### config.mk
export PLATFORM = sky130hd
export DESIGN_NAME = block_control_unit
export DESIGN_NICKNAME = d
export VERILOG_FILES = /design/src/rtl/cu_pkg.sv /design/src/rtl/reg_list_pick.sv /design/src/rtl/block_control_unit.sv
export SDC_FILE = /design/constraint.sdc
export NUM_CORES = 1
export LEC_CHECK = 0
export BUFFER_PORTS_ARGS = -buffer_cell sky130_fd_sc_hd__buf_2
export CORE_MARGIN = 1.5
export CORE_UTILIZATION = 56
export DETAILED_ROUTE_END_ITERATION = 7
export PLACE_DENSITY_LB_ADDON = 0.1
export SETUP_SLACK_MARGIN = 0.3
export SYNTH_ARGS = -nofsm -noshare
export SYNTH_HDL_FRONTEND = slang
export SYNTH_HIERARCHICAL = 1
export SYNTH_SLANG_ARGS = --single-unit
### constraint.sdc
create_clock -name clk -period 5.58 [get_ports clk]
set_input_delay 0.837 -clock clk [delete_from_list [all_inputs] [get_ports clk]]
set_output_delay 0.837 -clock clk [all_outputs]
set_load 0.01 [all_outputs]
### src/rtl/cu_pkg.sv
// cu_pkg: shared definitions for the ID-stage control unit.
//   - Mode encodings (ALU, MEM, BR, BLK)
//   - Data-processing opcode constants
//   - EXE_CMD constants driven to the ALU
//   - Sequencer state enum
//   - Helpers decoding a data-processing opcode into an ALU command and a
//     write-back enable.
package cu_pkg;

  localparam logic [1:0] MODE_ALU = 2'b00;
  localparam logic [1:0] MODE_MEM = 2'b01;
  localparam logic [1:0] MODE_BR  = 2'b10;
  localparam logic [1:0] MODE_BLK = 2'b11;

  localparam logic [3:0] OP_AND = 4'b0000;
  localparam logic [3:0] OP_EOR = 4'b0001;
  localparam logic [3:0] OP_SUB = 4'b0010;
  localparam logic [3:0] OP_ADD = 4'b0100;
  localparam logic [3:0] OP_ADC = 4'b0101;
  localparam logic [3:0] OP_SBC = 4'b0110;
  localparam logic [3:0] OP_TST = 4'b1000;
  localparam logic [3:0] OP_CMP = 4'b1010;
  localparam logic [3:0] OP_ORR = 4'b1100;
  localparam logic [3:0] OP_MOV = 4'b1101;
  localparam logic [3:0] OP_MVN = 4'b1111;

  localparam logic [3:0] EXE_MOV = 4'b0001;
  localparam logic [3:0] EXE_ADD = 4'b0010;
  localparam logic [3:0] EXE_ADC = 4'b0011;
  localparam logic [3:0] EXE_SUB = 4'b0100;
  localparam logic [3:0] EXE_SBC = 4'b0101;
  localparam logic [3:0] EXE_AND = 4'b0110;
  localparam logic [3:0] EXE_ORR = 4'b0111;
  localparam logic [3:0] EXE_EOR = 4'b1000;
  localparam logic [3:0] EXE_MVN = 4'b1001;

  typedef enum logic [1:0] {
    ST_IDLE  = 2'd0,
    ST_XFER  = 2'd1,
    ST_WBASE = 2'd2
  } cu_state_e;

  // Unknown opcodes fall back to MOV, matching the single-cycle decoder.
  function automatic logic [3:0] alu_exe_cmd(input logic [3:0] opcode);
    case (opcode)
      OP_MOV:  return EXE_MOV;
      OP_MVN:  return EXE_MVN;
      OP_ADD:  return EXE_ADD;
      OP_ADC:  return EXE_ADC;
      OP_SUB:  return EXE_SUB;
      OP_SBC:  return EXE_SBC;
      OP_AND:  return EXE_AND;
      OP_ORR:  return EXE_ORR;
      OP_EOR:  return EXE_EOR;
      OP_CMP:  return EXE_SUB;
      OP_TST:  return EXE_AND;
      default: return EXE_MOV;
    endcase
  endfunction

  // Compare/test only set flags; everything else writes its result.
  function automatic logic alu_writes_back(input logic [3:0] opcode);
    return !((opcode == OP_CMP) || (opcode == OP_TST));
  endfunction

endpackage

### src/rtl/reg_list_pick.sv
// reg_list_pick: priority encoder over a register list.
//   list       in  NUM_REGS   candidate registers
//   descend    in  1          0: lowest set bit wins, 1: highest set bit wins
//   found      out 1          list has at least one bit set
//   idx        out REG_IDX_W  index of the winning bit (0 when none)
//   clear_mask out NUM_REGS   one-hot mask of the winning bit (0 when none)
module reg_list_pick #(
  parameter int NUM_REGS  = 16,
  parameter int REG_IDX_W = $clog2(NUM_REGS)
) (
  input  logic [NUM_REGS-1:0]  list,
  input  logic                 descend,
  output logic                 found,
  output logic [REG_IDX_W-1:0] idx,
  output logic [NUM_REGS-1:0]  clear_mask
);

  // Ascending: the first hit blocks later ones. Descending: every hit
  // overwrites, so the last (highest) set bit is left standing.
  always_comb begin
    found      = 1'b0;
    idx        = '0;
    clear_mask = '0;
    for (int i = 0; i < NUM_REGS; i++) begin
      if (list[i] && (descend || !found)) begin
        found = 1'b1;
        idx   = REG_IDX_W'(i);
      end
    end
    clear_mask[idx] = found;
  end

endmodule

### src/rtl/block_control_unit.sv
// block_control_unit: ID-stage control unit with block-transfer sequencing.
//
// Modes 00/01/10 decode combinationally with zero latency. Mode 11 expands
// one LDM/STM-style instruction into one memory micro-op per set bit of the
// register list, optionally followed by a base-writeback micro-op, holding
// IF/ID through stallOut while it sequences.
//
// Handshake: validIn qualifies the instruction in IDLE only. Once a block
// transfer is accepted the instruction inputs are ignored until the sequencer
// returns to IDLE; stallOut=1 tells IF/ID to hold for the next cycle.
// freezeIn holds all state and bubbles outputs; flushIn aborts to IDLE and
// wins over freezeIn.
//
// Ports:
//   clk, rst (async active-low)
//   validIn, freezeIn, flushIn, modeIn[1:0], opcodeIn[3:0], SIn, regListIn
//   EXE_CMDOut[3:0], SOut, BOut, MEM_R_ENOut, MEM_W_ENOut, WB_ENOut
//   regSelOut, offsetOut, baseWbOut, stallOut, busyOut
//   state_dbg : current sequencer state
//
// Build option CU_DECREMENT_EN: latches opcode bit1 at accept; when set the
// list is walked highest-first and offsets are negative (two's complement).
module block_control_unit
  import cu_pkg::*;
#(
  parameter int NUM_REGS   = 16,
  parameter int REG_IDX_W  = $clog2(NUM_REGS),
  parameter int WORD_BYTES = 4,
  parameter int OFFSET_W   = REG_IDX_W + 3
) (
  input  logic                 clk,
  input  logic                 rst,
  input  logic                 validIn,
  input  logic                 freezeIn,
  input  logic                 flushIn,
  input  logic [1:0]           modeIn,
  input  logic [3:0]           opcodeIn,
  input  logic                 SIn,
  input  logic [NUM_REGS-1:0]  regListIn,
  output logic [3:0]           EXE_CMDOut,
  output logic                 SOut,
  output logic                 BOut,
  output logic                 MEM_R_ENOut,
  output logic                 MEM_W_ENOut,
  output logic                 WB_ENOut,
  output logic [REG_IDX_W-1:0] regSelOut,
  output logic [OFFSET_W-1:0]  offsetOut,
  output logic                 baseWbOut,
  output logic                 stallOut,
  output logic                 busyOut,
  output cu_state_e            state_dbg
);

  localparam logic [OFFSET_W-1:0]  STRIDE  = OFFSET_W'(WORD_BYTES);
  localparam logic [REG_IDX_W:0]   CNT_ONE = (REG_IDX_W+1)'(1);

  cu_state_e             state_q, state_d;
  logic [NUM_REGS-1:0]   list_q, list_d;
  logic [REG_IDX_W:0]    count_q, count_d;
  logic                  load_q, load_d;
  logic                  wb_q, wb_d;
`ifdef CU_DECREMENT_EN
  logic                  desc_q, desc_d;
`endif

  logic                  descend;
  logic [NUM_REGS-1:0]   pick_src;
  logic                  pick_found;
  logic [REG_IDX_W-1:0]  pick_idx;
  logic [NUM_REGS-1:0]   pick_mask;
  logic [NUM_REGS-1:0]   remaining;
  logic [OFFSET_W-1:0]   cnt_ext;
  logic [OFFSET_W-1:0]   up_off;
  logic [OFFSET_W-1:0]   xfer_off;
  logic [OFFSET_W-1:0]   wbase_off;

  // In IDLE the picker looks at the incoming list so the first micro-op
  // issues in the accept cycle; afterwards it walks the latched remainder.
  assign pick_src = (state_q == ST_IDLE) ? regListIn : list_q;

`ifdef CU_DECREMENT_EN
  assign descend = (state_q == ST_IDLE) ? opcodeIn[1] : desc_q;
`else
  assign descend = 1'b0;
`endif

  reg_list_pick #(
    .NUM_REGS  (NUM_REGS),
    .REG_IDX_W (REG_IDX_W)
  ) u_pick (
    .list       (pick_src),
    .descend    (descend),
    .found      (pick_found),
    .idx        (pick_idx),
    .clear_mask (pick_mask)
  );

  assign remaining = pick_src & ~pick_mask;

  // Offsets are count-based: count micro-ops have already been issued.
  assign cnt_ext = (state_q == ST_IDLE) ? '0 : OFFSET_W'(count_q);
  assign up_off  = cnt_ext * STRIDE;

`ifdef CU_DECREMENT_EN
  assign xfer_off  = descend ? ('0 - (up_off + STRIDE)) : up_off;
  assign wbase_off = desc_q  ? ('0 - up_off)            : up_off;
`else
  assign xfer_off  = up_off;
  assign wbase_off = up_off;
`endif

  assign busyOut   = (state_q != ST_IDLE);
  assign state_dbg = state_q;

  always_comb begin
    EXE_CMDOut  = '0;
    SOut        = 1'b0;
    BOut        = 1'b0;
    MEM_R_ENOut = 1'b0;
    MEM_W_ENOut = 1'b0;
    WB_ENOut    = 1'b0;
    regSelOut   = '0;
    offsetOut   = '0;
    baseWbOut   = 1'b0;
    stallOut    = 1'b0;
    state_d     = state_q;
    list_d      = list_q;
    count_d     = count_q;
    load_d      = load_q;
    wb_d        = wb_q;
`ifdef CU_DECREMENT_EN
    desc_d      = desc_q;
`endif

    // While rst is low every output stays at its bubble value.
    if (rst) begin
      if (flushIn) begin
        state_d = ST_IDLE;
        list_d  = '0;
        count_d = '0;
      end else if (freezeIn) begin
        // ID must keep holding the block instruction while frozen mid-walk.
        stallOut = (state_q == ST_XFER);
      end else begin
        case (state_q)
          ST_IDLE: begin
            if (validIn) begin
              case (modeIn)
                MODE_ALU: begin
                  EXE_CMDOut = alu_exe_cmd(opcodeIn);
                  SOut       = SIn;
                  WB_ENOut   = alu_writes_back(opcodeIn);
                end
                MODE_MEM: begin
                  EXE_CMDOut  = EXE_ADD;
                  MEM_R_ENOut = SIn;
                  MEM_W_ENOut = ~SIn;
                  WB_ENOut    = SIn;
                end
                MODE_BR: begin
                  BOut = 1'b1;
                end
                MODE_BLK: begin
                  // An empty list is a NOP: bubble and stay in IDLE.
                  if (pick_found) begin
                    EXE_CMDOut  = EXE_ADD;
                    MEM_R_ENOut = SIn;
                    MEM_W_ENOut = ~SIn;
                    WB_ENOut    = SIn;
                    regSelOut   = pick_idx;
                    offsetOut   = xfer_off;
                    list_d      = remaining;
                    count_d     = CNT_ONE;
                    load_d      = SIn;
                    wb_d        = opcodeIn[0];
`ifdef CU_DECREMENT_EN
                    desc_d      = opcodeIn[1];
`endif
                    if (remaining != '0)   state_d = ST_XFER;
                    else if (opcodeIn[0])  state_d = ST_WBASE;
                    else begin
                      state_d = ST_IDLE;
                      count_d = '0;
                    end
                    stallOut = (state_d != ST_IDLE);
                  end
                end
                default: ;
              endcase
            end
          end

          ST_XFER: begin
            EXE_CMDOut  = EXE_ADD;
            MEM_R_ENOut = load_q;
            MEM_W_ENOut = ~load_q;
            WB_ENOut    = load_q;
            regSelOut   = pick_idx;
            offsetOut   = xfer_off;
            list_d      = remaining;
            count_d     = count_q + CNT_ONE;
            if (remaining != '0) state_d = ST_XFER;
            else if (wb_q)       state_d = ST_WBASE;
            else begin
              state_d = ST_IDLE;
              count_d = '0;
            end
            stallOut = (state_d != ST_IDLE);
          end

          ST_WBASE: begin
            EXE_CMDOut = EXE_ADD;
            WB_ENOut   = 1'b1;
            baseWbOut  = 1'b1;
            offsetOut  = wbase_off;
            state_d    = ST_IDLE;
            count_d    = '0;
          end

          default: begin
            state_d = ST_IDLE;
            list_d  = '0;
            count_d = '0;
          end
        endcase
      end
    end
  end

  always_ff @(posedge clk or negedge rst) begin
    if (!rst) begin
      state_q <= ST_IDLE;
      list_q  <= '0;
      count_q <= '0;
      load_q  <= 1'b0;
      wb_q    <= 1'b0;
`ifdef CU_DECREMENT_EN
      desc_q  <= 1'b0;
`endif
    end else begin
      state_q <= state_d;
      list_q  <= list_d;
      count_q <= count_d;
      load_q  <= load_d;
      wb_q    <= wb_d;
`ifdef CU_DECREMENT_EN
      desc_q  <= desc_d;
`endif
    end
  end

endmodule

==> tab_implementation.tex, run 1 <==
\begin{tabular}{lr}
\hline
Metric & Value \\
\hline
\multicolumn{2}{l}{\textbf{Outcome}} \\
Outcome & completed \\
\multicolumn{2}{l}{\textbf{Place}} \\
Port buffer count & 50 \\
DP HPWL & 5.912 mm \\
Worst-case setup slack after placement & 0.4973 ns \\
Final estimated routing congestion in global placement & between 0.9 and 1 \\
\multicolumn{2}{l}{\textbf{Clock tree}} \\
Clock Sink Count & 25 \\
Clock-pin slew on the worst setup and hold paths & about 0.11 ns \\
Number of buffers created by CTS & 3 \\
Clk Latency, worst-skew pair & 0.29 ns \\
H-tree level count & 1 \\
CTS tree & built \\
Clock tree root driver cell & sky130\_fd\_sc\_hd\_\_clkbuf\_8 \\
Number of buffers on the longest clock path & 2 \\
Hold bufs inserted after CTS & 0 \\
\multicolumn{2}{l}{\textbf{Global route}} \\
Via count of the first global-routing pass & around 2700 \\
Largest net degree at the start of global routing & 31 \\
Antenna violations before repair & 0 \\
Overall fraction of global-route tracks in use & 30.55\% \\
Gr ovfl total & 0 \\
First-pass GRT wire length & 12.65 mm \\
\multicolumn{2}{l}{\textbf{Routing}} \\
Wirelength per Cell & 17.68 um \\
Detailed Routing Iterations Pass 1 & 6 \\
Final wirelength & 8.309 mm \\
First-iteration detailed-routing DRC count & around 270 \\
Remaining antenna violation count after routing & 0 \\
DRC & 0 \\
Average vias per placed instance & between 6 and 7 \\
Total number of vias & $\sim$3000 \\
\multicolumn{2}{l}{\textbf{Worst setup path}} \\
Reg2reg end & list\_q[15] \\
Setup slack, reg-to-reg & 1.43 ns \\
Required time of the worst setup path & 4.74 ns \\
List of cells traversed by the critical path & inv\_1 -> ha\_2 -> buf\_4 -> buf\_4 -> mux2i\_2 -> inv\_2 -> nor4\_2 -> buf\_4 -> nand2\_1 -> o22ai\_1 -> nand2\_1 -> nor3\_4 -> o22ai\_2 -> nor4\_4 -> nand3b\_2 -> a211o\_1 -> buf\_2 \\
Critical Path Max Stage Delay & 0.43 ns \\
FF-to-FF path depth & 14 \\
R2R Path Start & state\_dbg[1] \\
Highest-delay cell along the critical path & sky130\_fd\_sc\_hd\_\_dfrtp\_1 \\
Crit path arrival time & 4.29 ns \\
Critical Path Sink Type & primary output \\
Biggest fanout along the worst timing path & 10 \\
Most repeated library cell on the critical path & sky130\_fd\_sc\_hd\_\_buf\_4 \\
Critical path start-end classification & flip-flop to primary output \\
Sort of element at the start of the critical path & flip-flop \\
\multicolumn{2}{l}{\textbf{STA}} \\
Relative slew slack & 22.80\% \\
Post-Route Hold Slack & 0.5317 ns \\
Number of max-slew violations in the final report & 0 \\
Final critical-path share of the clock period & 91.93\% \\
Total negative slack for setup checks & 0 ns \\
Count of final setup violators & 0 \\
Transition at the pin with the smallest max-transition slack & 1.150 ns \\
Fin. Hold Viols & 0 \\
Highest clock frequency the design can meet & around 0.19 GHz \\
Post-layout min period & 5.129 ns \\
Worst clock skew on the final layout & 0.01228 ns \\
Fin worst setup slack & $\sim$0.45 ns \\
RSZ-0062 raised after global routing & false \\
\multicolumn{2}{l}{\textbf{Synthesis}} \\
Most used flip-flop cell after synthesis & sky130\_fd\_sc\_hd\_\_dfrtp\_1 \\
Flip-flop and latch count after synthesis & 25 \\
Yosys warnings & 6 \\
Top post-synthesis cells by area & sky130\_fd\_sc\_hd\_\_dfrtp\_1, sky130\_fd\_sc\_hd\_\_o21ai\_0, sky130\_fd\_sc\_hd\_\_mux2i\_1, sky130\_fd\_sc\_hd\_\_nor2\_1, sky130\_fd\_sc\_hd\_\_nand2b\_1 \\
Distinct cells, synth & 64 \\
Cell count after synthesis & $\sim$350 \\
Synth Cell Area & 2673 um2 \\
Post-synth EDFFs & 0 \\
Share of synthesized flip-flops with an asynchronous set or reset & between 90\% and 100\% \\
Average cell area after synthesis & 7.680 um2 \\
Most frequent cells after synthesis & sky130\_fd\_sc\_hd\_\_o21ai\_0, sky130\_fd\_sc\_hd\_\_nor2\_1, sky130\_fd\_sc\_hd\_\_inv\_1 \\
Area leader, netlist & sky130\_fd\_sc\_hd\_\_dfrtp\_1 \\
Proportion of netlist area held by the largest area contributor & 23.41\% \\
Cell with the most instances after synthesis & sky130\_fd\_sc\_hd\_\_o21ai\_0 \\
Sequential cell area fraction in the yosys report & 23.41\% \\
\multicolumn{2}{l}{\textbf{Final layout}} \\
Core Util, Final & 77.54\% \\
Layout Nets & 452 \\
Diodes inserted & 0 \\
Area grow syn2layout & 29.82\% \\
Layout cell share with drive strength beyond 1 & 34.93\% \\
\multicolumn{2}{l}{\textbf{Worst hold path}} \\
Min-Delay Startpoint & list\_q[12] \\
Worst hold endpoint & list\_q[12] \\
Number of stages on the worst hold path & 1 \\
Hold crit path type & flip-flop to flip-flop \\
\multicolumn{2}{l}{\textbf{Power and ir drop}} \\
Peak ir drop on the vdd network & about 160 uV \\
Total power per unit cell area & 242.3 nW/um2 \\
Cell leakage power & 1.628 nW \\
\multicolumn{2}{l}{\textbf{Floorplanning}} \\
Site Rows & 24 \\
Boundary Pins & 53 \\
Core region area & around 4500 um2 \\
Die extent in y & roughly 70 um \\
Effective utilization at floorplan & 59.73\% \\
Die boundary width & 72.08 um \\
Die Footprint & 5196 um2 \\
\multicolumn{2}{l}{\textbf{Run}} \\
Max-cap violations & 0 \\
\hline
\end{tabular}
-- sequential cells by signal (all words and copies together) (netlist names) --
register and flops:
list_q 16, count_q 5, state_dbg 2, load_q 1, wb_q 1
-- kinds of logic after synthesis --
logic type      count (synthesis)  share of synthesized area, %
flops                          25                         23.41
buf+inv                        46                         7.771
simple gates                  143                         31.18
compound gates                106                         26.78
xor+xnor                        4                         1.311
other cells                     1                        0.1403
fa+ha+maj                       5                         2.341
mux                            18                         7.069
-- placed cells by master, fill, tap and decap left out, types with 3 or more instances in the layout --
master,instances
sky130_fd_sc_hd__buf_2,50
sky130_fd_sc_hd__o21ai_0,37
sky130_fd_sc_hd__nor2_1,34
sky130_fd_sc_hd__dfrtp_1,25
sky130_fd_sc_hd__buf_4,22
sky130_fd_sc_hd__nand2_1,20
sky130_fd_sc_hd__inv_1,19
sky130_fd_sc_hd__nand2b_1,17
sky130_fd_sc_hd__inv_2,12
sky130_fd_sc_hd__a21oi_1,11
sky130_fd_sc_hd__and2_1,11
sky130_fd_sc_hd__o22ai_1,9
sky130_fd_sc_hd__a22o_1,8
sky130_fd_sc_hd__conb_1,8
sky130_fd_sc_hd__mux2i_4,7
sky130_fd_sc_hd__nor3_1,6
sky130_fd_sc_hd__mux2i_2,6
sky130_fd_sc_hd__nor2b_1,6
sky130_fd_sc_hd__and3_1,6
sky130_fd_sc_hd__o22ai_2,5
sky130_fd_sc_hd__a211oi_1,4
sky130_fd_sc_hd__nor4_1,4
sky130_fd_sc_hd__mux2i_1,4
sky130_fd_sc_hd__nor4_4,4
sky130_fd_sc_hd__nand4_1,4
sky130_fd_sc_hd__ha_1,4
sky130_fd_sc_hd__nor3_4,4
sky130_fd_sc_hd__xnor2_1,3
sky130_fd_sc_hd__nand3_1,3
sky130_fd_sc_hd__clkbuf_8,3
sky130_fd_sc_hd__nor3_2,3
sky130_fd_sc_hd__nor3b_2,3
-- worst max path at each step --
stage	from	depth (start not counted)	endpoint
after floorplan	state_dbg[0]	16	stallOut
after global placement	regListIn[8]	14	stallOut
after detailed placement	state_dbg[1]	16	stallOut
after CTS	state_dbg[0]	16	stallOut
after global routing	state_dbg[1]	16	stallOut
final	state_dbg[1]	17	stallOut
-- power by group --
part | leakage (nW) | internal (mW) | total, mW | switching [mW]
Combinational | 1.27 | 0.201 | 0.488 | 0.287
Sequential | 0.337 | 0.205 | 0.227 | 0.0225
Clock | 0.0261 | 0.0527 | 0.125 | 0.0722
Total | 1.63 | 0.459 | 0.841 | 0.382
-- what timing repair did --
item                                    CTS  global route
gates cloned                              0             1
buffers inserted                          2             4
endpoints found under the setup margin    1             1
resized for setup                         7            61
pin swaps                                 2             8
-- area by class of cell --
class / count / area [um2]
Clock buffer: 3 / 41.29
Clock inverter: 1 / 8.758
Fill cell: 316 / 1005
Inverter: 31 / 116.4
Multi-Input combinational cell: 285 / 2177
Sequential cell: 25 / 625.6
Tap cell: 52 / 65.06
Timing Repair Buffer: 73 / 435.4
-- routing by layer --
layer	up-vias	GRT usage [%]	wire length, um	share of wire (%)
met5	-	0	0	0
met4	0	6.918	97	1.2
met3	16	4.444	693	8.3
met2	156	48.77	3975	48
met1	1424	43.89	3542	43
li1	1410	-	-	-
-- critical path: cells and delay by family, from the launching register on --
family	cells	cell delay [ns]
and+or+nand+nor	6	1.31
buffers and inverters	6	1.01
AOI/OAI and AO/OA	3	0.70
DFF	1	0.43
muxes	1	0.32
adders and majority gates	1	0.22
-- metrics by stage --
step	area [um2]	power, mW	cells
global route	3470	0.8851	470
global placement	3050	0.5832	459
CTS	3146	0.7260	465
finish	3470	0.8408	470
detailed placement	3050	0.5909	459
floorplan	2699	0.4907	355
(Power assumes the default switching activity.)
==> run 2, diff against run 1 <==
--- a/config.mk
+++ b/config.mk
@@ -7,9 +7,11 @@
 export LEC_CHECK = 0
 export BUFFER_PORTS_ARGS = -buffer_cell sky130_fd_sc_hd__buf_2
 export CORE_MARGIN = 1.5
-export CORE_UTILIZATION = 56
+export CORE_UTILIZATION = 45
 export DETAILED_ROUTE_END_ITERATION = 7
+export GPL_ROUTABILITY_DRIVEN = 1
 export PLACE_DENSITY_LB_ADDON = 0.1
+export RECOVER_POWER = 25
 export SETUP_SLACK_MARGIN = 0.3
 export SYNTH_ARGS = -nofsm -noshare
 export SYNTH_HDL_FRONTEND = slang
==> run 2 against run 1 <==
  * The flow now finishes with violations (capacitance limit, slew limit)
  * Core utilization is 16 points lower
  * First-iteration DRC count is 21% higher
  * Via count is 1.7% lower
  * Routed wire length is 3.1% lower
  * Clock skew is 0.0027 ns higher
  * Clock-buffer cell count stayed put
  * Flip-flop and latch count stayed put
  * Register-to-register slack worse by 0.08 ns
  * Critical path depth is 1 lower
  * Non-clock buffer count stayed put
  * Critical path type unchanged
  * Critical endpoint unchanged
  * Largest power group unchanged
==> tab_implementation.tex, run 2 (synthesized netlist as in run 1, its figures left out) <==
\begin{tabular}{lr}
\hline
Metric & Value \\
\hline
\multicolumn{2}{l}{\textbf{Routing}} \\
Routed length on met1 & 3.860 mm (+9.0\%) \\
Total number of vias & 2954 (-1.7\%) \\
First-iteration detailed-routing DRC count & 321 (+21\%) \\
Wirelength per Cell & 16.43 um (-7.0\%) \\
Final wirelength & 8.053 mm (-3.1\%) \\
Average vias per placed instance & 6.029 (-5.7\%) \\
Met3 wire len & 453 um (-35\%) \\
Met2 Routed Length & 3.647 mm (-8.3\%) \\
Detailed Routing Iterations Pass 1 & 6 (unchanged) \\
Top layer in use & met4 \\
Remaining antenna violation count after routing & 0 (unchanged) \\
DRC & 0 (unchanged) \\
\multicolumn{2}{l}{\textbf{STA}} \\
Fin worst setup slack & 0.4588 ns (+0.008223 ns) \\
Count of final setup violators & 0 (unchanged) \\
Fin. Hold Viols & 0 (unchanged) \\
Relative slew slack & -7.616\% (-30 points) \\
Highest clock frequency the design can meet & 0.1953 GHz (+0.16\%) \\
Transition at the pin with the smallest max-transition slack & 1.614 ns (+0.4640 ns) \\
Worst clock skew on the final layout & 0.01496 ns (+0.002678 ns) \\
Final critical-path share of the clock period & 91.78\% (-0.15 points) \\
Number of max-slew violations in the final report & 31 (+31) \\
RSZ-0062 raised after global routing & false \\
Post-layout min period & 5.121 ns (-0.008223 ns) \\
Post-Route Hold Slack & 0.5021 ns (-0.02955 ns) \\
Total negative slack for setup checks & 0 ns (unchanged) \\
\multicolumn{2}{l}{\textbf{Clock tree}} \\
Number of buffers created by CTS & 3 (unchanged) \\
CTS tree & built \\
Clock-pin slew on the worst setup and hold paths & 0.10 ns (about the same) \\
Clock tree root driver cell & sky130\_fd\_sc\_hd\_\_clkbuf\_8 \\
Clock Sink Count & 25 (unchanged) \\
Hold bufs inserted after CTS & 0 (unchanged) \\
Number of buffers on the longest clock path & 2 (unchanged) \\
H-tree level count & 1 (unchanged) \\
Clk Latency, worst-skew pair & 0.28 ns (about the same) \\
\multicolumn{2}{l}{\textbf{Worst setup path}} \\
Crit path arrival time & 4.28 ns (about the same) \\
Critical Path Max Stage Delay & 0.44 ns (about the same) \\
Critical Path Sink Type & primary output \\
Required time of the worst setup path & 4.74 ns (about the same) \\
Critical path startpoint & state\_dbg[0] \\
Highest-delay cell along the critical path & sky130\_fd\_sc\_hd\_\_dfrtp\_1 \\
Biggest fanout along the worst timing path & 7 (-3) \\
Sort of element at the start of the critical path & flip-flop \\
Critical path start-end classification & flip-flop to primary output \\
R2R Path Start & state\_dbg[0] \\
List of cells traversed by the critical path & inv\_1 -> ha\_1 -> buf\_6 -> mux2i\_4 -> inv\_2 -> or2\_2 -> a22o\_1 -> a32oi\_4 -> a21oi\_1 -> a22o\_2 -> nor3\_4 -> o22ai\_2 -> nor4\_4 -> a21boi\_0 -> a211o\_1 -> buf\_2 \\
\multicolumn{2}{l}{\textbf{Place}} \\
DP HPWL & 5.949 mm (+0.63\%) \\
Worst-case setup slack after placement & 0.4878 ns (-0.009506 ns) \\
Port buffer count & 50 (unchanged) \\
Final estimated routing congestion in global placement & 0.9571 (+3.8\%) \\
\multicolumn{2}{l}{\textbf{Final layout}} \\
Layout Nets & 452 (unchanged) \\
Flip-flop count of the largest register, all copies and words added & 16 (unchanged) \\
Commonest cells after routing, fill and taps aside & sky130\_fd\_sc\_hd\_\_buf\_2, sky130\_fd\_sc\_hd\_\_o21ai\_0, sky130\_fd\_sc\_hd\_\_nor2\_1, sky130\_fd\_sc\_hd\_\_dfrtp\_1, sky130\_fd\_sc\_hd\_\_inv\_1 \\
Sequential standard cell area & 625.6 um2 (unchanged) \\
Leading cell type in the layout, fill and taps excluded & sky130\_fd\_sc\_hd\_\_buf\_2 \\
Multi-input combinational cell area & 2146 um2 (-1.4\%) \\
Layout cell share with drive strength beyond 1 & 33.73\% (-1.2 points) \\
Diodes inserted & 0 (unchanged) \\
Count of fill cells added during filler insertion & 515 (+63\%) \\
Core Util, Final & 61.83\% (-16 points) \\
Register name with the most flops & list\_q \\
Area grow syn2layout & 29.73\% (about the same) \\
\multicolumn{2}{l}{\textbf{Floorplanning}} \\
Effective utilization at floorplan & 47.66\% (-12 points) \\
Die boundary width & 80.07 um (+11\%) \\
Boundary Pins & 53 (unchanged) \\
Site Rows & 27 (+13\%) \\
Die extent in y & 80.07 um (+11\%) \\
Die Footprint & 6410 um2 (+23\%) \\
Core region area & 5608 um2 (+25\%) \\
\multicolumn{2}{l}{\textbf{Power and ir drop}} \\
Peak ir drop on the vdd network & 139.9 uV (-11\%) \\
Cell leakage power & 1.622 nW (-0.39\%) \\
Total power per unit cell area & 234.2 nW/um2 (-3.3\%) \\
\multicolumn{2}{l}{\textbf{Global route}} \\
Antenna violations before repair & 0 (unchanged) \\
Gr ovfl total & 0 (unchanged) \\
Via count of the first global-routing pass & 2568 (-3.3\%) \\
Largest net degree at the start of global routing & 31 (unchanged) \\
Overall fraction of global-route tracks in use & 24.68\% (-5.9 points) \\
First-pass GRT wire length & 12.50 mm (-1.1\%) \\
\multicolumn{2}{l}{\textbf{Outcome}} \\
Violations in the final reports & capacitance limit, slew limit \\
Outcome & complete, but fails checks \\
\multicolumn{2}{l}{\textbf{Run}} \\
Max-cap violations & 1 (+1) \\
\multicolumn{2}{l}{\textbf{Worst hold path}} \\
Hold crit path type & flip-flop to flip-flop \\
Min-Delay Startpoint & list\_q[12] \\
\hline
\end{tabular}
## run 2: cell count changes in the layout (fill, tap and decap cells not counted), moves of 2 or more
| cell | before | now |
|---|---|---|
| sky130_fd_sc_hd__buf_4 | 22 | 20 |
| sky130_fd_sc_hd__buf_8 | 0 | 2 |
| sky130_fd_sc_hd__inv_1 | 19 | 21 |
| sky130_fd_sc_hd__inv_2 | 12 | 10 |
| sky130_fd_sc_hd__mux2i_4 | 7 | 5 |
| sky130_fd_sc_hd__o22ai_1 | 9 | 7 |
## run 2: layout make-up
type	count	share of cell area [%]
Clock buffer	3	1.191
Clock inverter	1	0.2165
Tap cell	72	2.598
Sequential cell	25	18.04
Multi-Input combinational cell	285	61.89
Timing Repair Buffer	73	12.70
Inverter	31	3.356
## run 2: per-stage QoR
stage	area [um2]	cells	total power, mW
detailed placement	3060	477	0.5885
CTS	3154	482	0.7190
global placement	3060	477	0.5847
floorplan	2699	355	0.4907
finish	3467	490	0.8121
global route	3467	490	0.8616
## run 2: power breakdown
group | leakage [nW] | internal (mW) | switching [mW]
clock network | 0.0217 | 0.0508 | 0.0641
registers | 0.337 | 0.205 | 0.0203
logic | 1.26 | 0.194 | 0.278
total | 1.62 | 0.450 | 0.362
## run 2: repair_timing
action | 4_1_cts | 5_1_grt
resized for setup | 6 | 55
pin swaps | 1 | 11
gates cloned | 0 | 1
buffers inserted | 1 | 7
setup endpoints to repair | 1 | 1
## run 2: metal layers
| layer | vias up | track usage (%) |
|---|---|---|
| met3 | 13 | 3.864 |
| met4 | 0 | 4.310 |
| met2 | 125 | 39.50 |
| met5 | - | 0 |
| li1 | 1402 | - |
| met1 | 1414 | 35.23 |
## run 2: final timing paths
path / endpoint / slack (ns) / cells past startpoint
worst min register to register: list_q[12] / 0.50 / 1
max in group asynchronous: load_q / 3.69 / 1
min in group asynchronous: count_q[0] / 0.94 / 1
worst min-delay path: list_q[12] / 0.50 / 1
worst max-delay path: stallOut / 0.46 / 16
worst max register to register: list_q[5] / 1.35 / 14
## run 2: worst max-delay path, delay by kind of cell, from the launching register on
kind                     cells  cell delay (ns)
AO/OA/AOI/OAI                7             1.61
adder cells (fa/ha/maj)      1             0.22
multiplexers                 1             0.26
buffers and inverters        4             0.54
flip-flops                   1             0.44
AND/OR/NAND/NOR              3             0.92
==> run 3, diff against run 2 <==
--- a/config.mk
+++ b/config.mk
@@ -11,7 +11,6 @@
 export DETAILED_ROUTE_END_ITERATION = 7
 export GPL_ROUTABILITY_DRIVEN = 1
 export PLACE_DENSITY_LB_ADDON = 0.1
-export RECOVER_POWER = 25
 export SETUP_SLACK_MARGIN = 0.3
 export SYNTH_ARGS = -nofsm -noshare
 export SYNTH_HDL_FRONTEND = slang
==> run 3 against run 2 <==
  * The flow now finishes without violations
  * Die area unchanged
  * Clock skew about the same
  * Highest routed layer unchanged
  * Via count down 0.58%
  * Routed wire length down 0.45%
  * Largest power group unchanged
  * Combinational power about the same
  * Critical endpoint unchanged
  * Worst setup slack worse by 0.0016 ns
  * Final cell count unchanged
  * Core utilization about the same
==> tab_implementation.tex, run 3 (synthesized netlist as in run 1, its figures left out) <==
\begin{tabular}{lr}
\hline
Metric & Value \\
\hline
\multicolumn{2}{l}{\textbf{STA}} \\
Number of max-slew violations in the final report & 0 (-100\%) \\
Fin worst setup slack & 0.4571 ns (-0.001608 ns) \\
Final critical-path share of the clock period & 91.81\% (about the same) \\
Worst clock skew on the final layout & 0.01479 ns (-0.0001674 ns) \\
Transition at the pin with the smallest max-transition slack & 1.187 ns (-0.4268 ns) \\
Count of final setup violators & 0 (unchanged) \\
Relative slew slack & 20.31\% (+28 points) \\
RSZ-0062 raised after global routing & false \\
Post-layout min period & 5.123 ns (+0.001608 ns) \\
Highest clock frequency the design can meet & 0.1952 GHz (about the same) \\
Fin. Hold Viols & 0 (unchanged) \\
Total negative slack for setup checks & 0 ns (unchanged) \\
\multicolumn{2}{l}{\textbf{Global route}} \\
Gr ovfl total & 0 (unchanged) \\
Overall fraction of global-route tracks in use & 24.68\% (unchanged) \\
First-pass GRT wire length & 12.50 mm (unchanged) \\
Antenna violations before repair & 0 (unchanged) \\
Via count of the first global-routing pass & 2568 (unchanged) \\
Largest net degree at the start of global routing & 31 (unchanged) \\
\multicolumn{2}{l}{\textbf{Final layout}} \\
Diodes inserted & 0 (unchanged) \\
Flip-flop count of the largest register, all copies and words added & 16 (unchanged) \\
Layout Nets & 452 (unchanged) \\
Multi-input combinational cell area & 2146 um2 (unchanged) \\
Commonest cells after routing, fill and taps aside & sky130\_fd\_sc\_hd\_\_buf\_2, sky130\_fd\_sc\_hd\_\_o21ai\_0, sky130\_fd\_sc\_hd\_\_nor2\_1, sky130\_fd\_sc\_hd\_\_dfrtp\_1, sky130\_fd\_sc\_hd\_\_inv\_1 \\
Sequential standard cell area & 625.6 um2 (unchanged) \\
Area grow syn2layout & 29.78\% (about the same) \\
Leading cell type in the layout, fill and taps excluded & sky130\_fd\_sc\_hd\_\_buf\_2 \\
Register name with the most flops & list\_q \\
Core Util, Final & 61.85\% (about the same) \\
Count of fill cells added during filler insertion & 514 (-0.19\%) \\
Layout cell share with drive strength beyond 1 & 33.97\% (+0.24 points) \\
\multicolumn{2}{l}{\textbf{Worst setup path}} \\
R2R Path Start & state\_dbg[1] \\
Reg2reg end & list\_q[5] \\
Critical path start-end classification & flip-flop to primary output \\
Crit path arrival time & 4.29 ns (about the same) \\
Required time of the worst setup path & 4.74 ns (about the same) \\
Sort of element at the start of the critical path & flip-flop \\
FF-to-FF path depth & 14 (unchanged) \\
Critical path startpoint & state\_dbg[1] \\
Critical Path Sink Type & primary output \\
Biggest fanout along the worst timing path & 7 (unchanged) \\
Setup slack, reg-to-reg & 1.35 ns (about the same) \\
\multicolumn{2}{l}{\textbf{Power and ir drop}} \\
PnR Total Power & 0.8118 mW (about the same) \\
Cell leakage power & 1.625 nW (+0.17\%) \\
Total power per unit cell area & 234.1 nW/um2 (about the same) \\
Peak ir drop on the vdd network & 139.8 uV (about the same) \\
\multicolumn{2}{l}{\textbf{Routing}} \\
Wirelength per Cell & 16.36 um (-0.45\%) \\
Average vias per placed instance & 5.994 (-0.58\%) \\
Final wirelength & 8.017 mm (-0.45\%) \\
Total number of vias & 2937 (-0.58\%) \\
First-iteration detailed-routing DRC count & 321 (unchanged) \\
Detailed Routing Iterations Pass 1 & 6 (unchanged) \\
DRC & 0 (unchanged) \\
Remaining antenna violation count after routing & 0 (unchanged) \\
\multicolumn{2}{l}{\textbf{Place}} \\
Port buffer count & 50 (unchanged) \\
DP HPWL & 5.949 mm (unchanged) \\
Worst-case setup slack after placement & 0.4878 ns (unchanged) \\
Final estimated routing congestion in global placement & 0.9571 (unchanged) \\
\multicolumn{2}{l}{\textbf{Clock tree}} \\
CTS tree & built \\
Clock tree root driver cell & sky130\_fd\_sc\_hd\_\_clkbuf\_8 \\
Clock Sink Count & 25 (unchanged) \\
H-tree level count & 1 (unchanged) \\
Clk Latency, worst-skew pair & 0.28 ns (about the same) \\
Clock-pin slew on the worst setup and hold paths & 0.10 ns (about the same) \\
Number of buffers on the longest clock path & 2 (unchanged) \\
Number of buffers created by CTS & 3 (unchanged) \\
\multicolumn{2}{l}{\textbf{Floorplanning}} \\
Core region area & 5608 um2 (unchanged) \\
Die Footprint & 6410 um2 (unchanged) \\
Effective utilization at floorplan & 47.66\% (unchanged) \\
Boundary Pins & 53 (unchanged) \\
Die boundary width & 80.07 um (unchanged) \\
Site Rows & 27 (unchanged) \\
Die extent in y & 80.07 um (unchanged) \\
\multicolumn{2}{l}{\textbf{Run}} \\
Max-cap violations & 0 (-1) \\
\multicolumn{2}{l}{\textbf{Worst hold path}} \\
Worst hold endpoint & list\_q[12] \\
Min-Delay Startpoint & list\_q[12] \\
Hold crit path type & flip-flop to flip-flop \\
Number of stages on the worst hold path & 1 (unchanged) \\
\multicolumn{2}{l}{\textbf{Outcome}} \\
Outcome & completed \\
\hline
\end{tabular}
-- run 3: cell types whose count changed in the layout (fill, tap and decap cells not counted) --
cell                       delta
sky130_fd_sc_hd__buf_2        +1
sky130_fd_sc_hd__clkbuf_1     -1
-- run 3: how the worst max path moves through the flow --
stage                     to  cells past startpoint
finish              stallOut                     16
global route        stallOut                     16
CTS                 stallOut                     16
detailed placement  stallOut                     16
global placement    stallOut                     14
floorplan           stallOut                     16
-- run 3: layout make-up --
class	instances	share of cell area [%]
Multi-Input combinational cell	285	61.87
Sequential cell	25	18.04
Timing Repair Buffer	73	12.73
Inverter	31	3.355
Tap cell	72	2.597
Clock buffer	3	1.190
Clock inverter	1	0.2164
-- run 3: repair_timing --
action,CTS,global route
pin swaps,1,11
endpoints found under the setup margin,1,1
gates resized for setup,6,55
buffers inserted,1,7
cloned,0,1
hold buffers,0,0
hold endpoints to repair,0,0
-- run 3: per-layer routing --
metal  share of wire [%]  vias to the layer above  track usage [%]
li1                    -                     1405                -
met3                 6.1                       12            3.864
met4                 1.0                        0            4.310
met5                   0                        -                0
met2                  45                      117            39.50
met1                  47                     1403            35.23
-- run 3: through the flow --
step                std cells  area [um2]  hold slack, ns
floorplan                 355        2699          0.4651
global placement          477        3060          0.4748
detailed placement        477        3060          0.4818
CTS                       482        3154          0.5060
global route              490        3468          0.5308
finish                    490        3468          0.5021
-- run 3: worst max-delay path, stage by stage, from the launching register on --
cell,delay (ns)
sky130_fd_sc_hd__dfrtp_1,0.42
sky130_fd_sc_hd__inv_1,0.12
sky130_fd_sc_hd__ha_1,0.23
sky130_fd_sc_hd__buf_6,0.18
sky130_fd_sc_hd__mux2i_4,0.26
sky130_fd_sc_hd__inv_2,0.12
sky130_fd_sc_hd__or2_2,0.30
sky130_fd_sc_hd__a22o_1,0.23
sky130_fd_sc_hd__a32oi_4,0.25
sky130_fd_sc_hd__a21oi_1,0.13
sky130_fd_sc_hd__a22o_2,0.38
sky130_fd_sc_hd__nor3_4,0.24
sky130_fd_sc_hd__o22ai_2,0.15
sky130_fd_sc_hd__nor4_4,0.38
sky130_fd_sc_hd__a21boi_0,0.18
sky130_fd_sc_hd__a211o_1,0.29
sky130_fd_sc_hd__buf_2,0.14
-- run 3: where the power goes --
| group | leakage [nW] | total, mW | internal, mW | switching (mW) |
|---|---|---|---|---|
| clock | 0.0217 | 0.115 | 0.0508 | 0.0641 |
| sequential | 0.337 | 0.225 | 0.205 | 0.0201 |
| combinational | 1.27 | 0.472 | 0.194 | 0.278 |
| total | 1.62 | 0.812 | 0.450 | 0.362 |
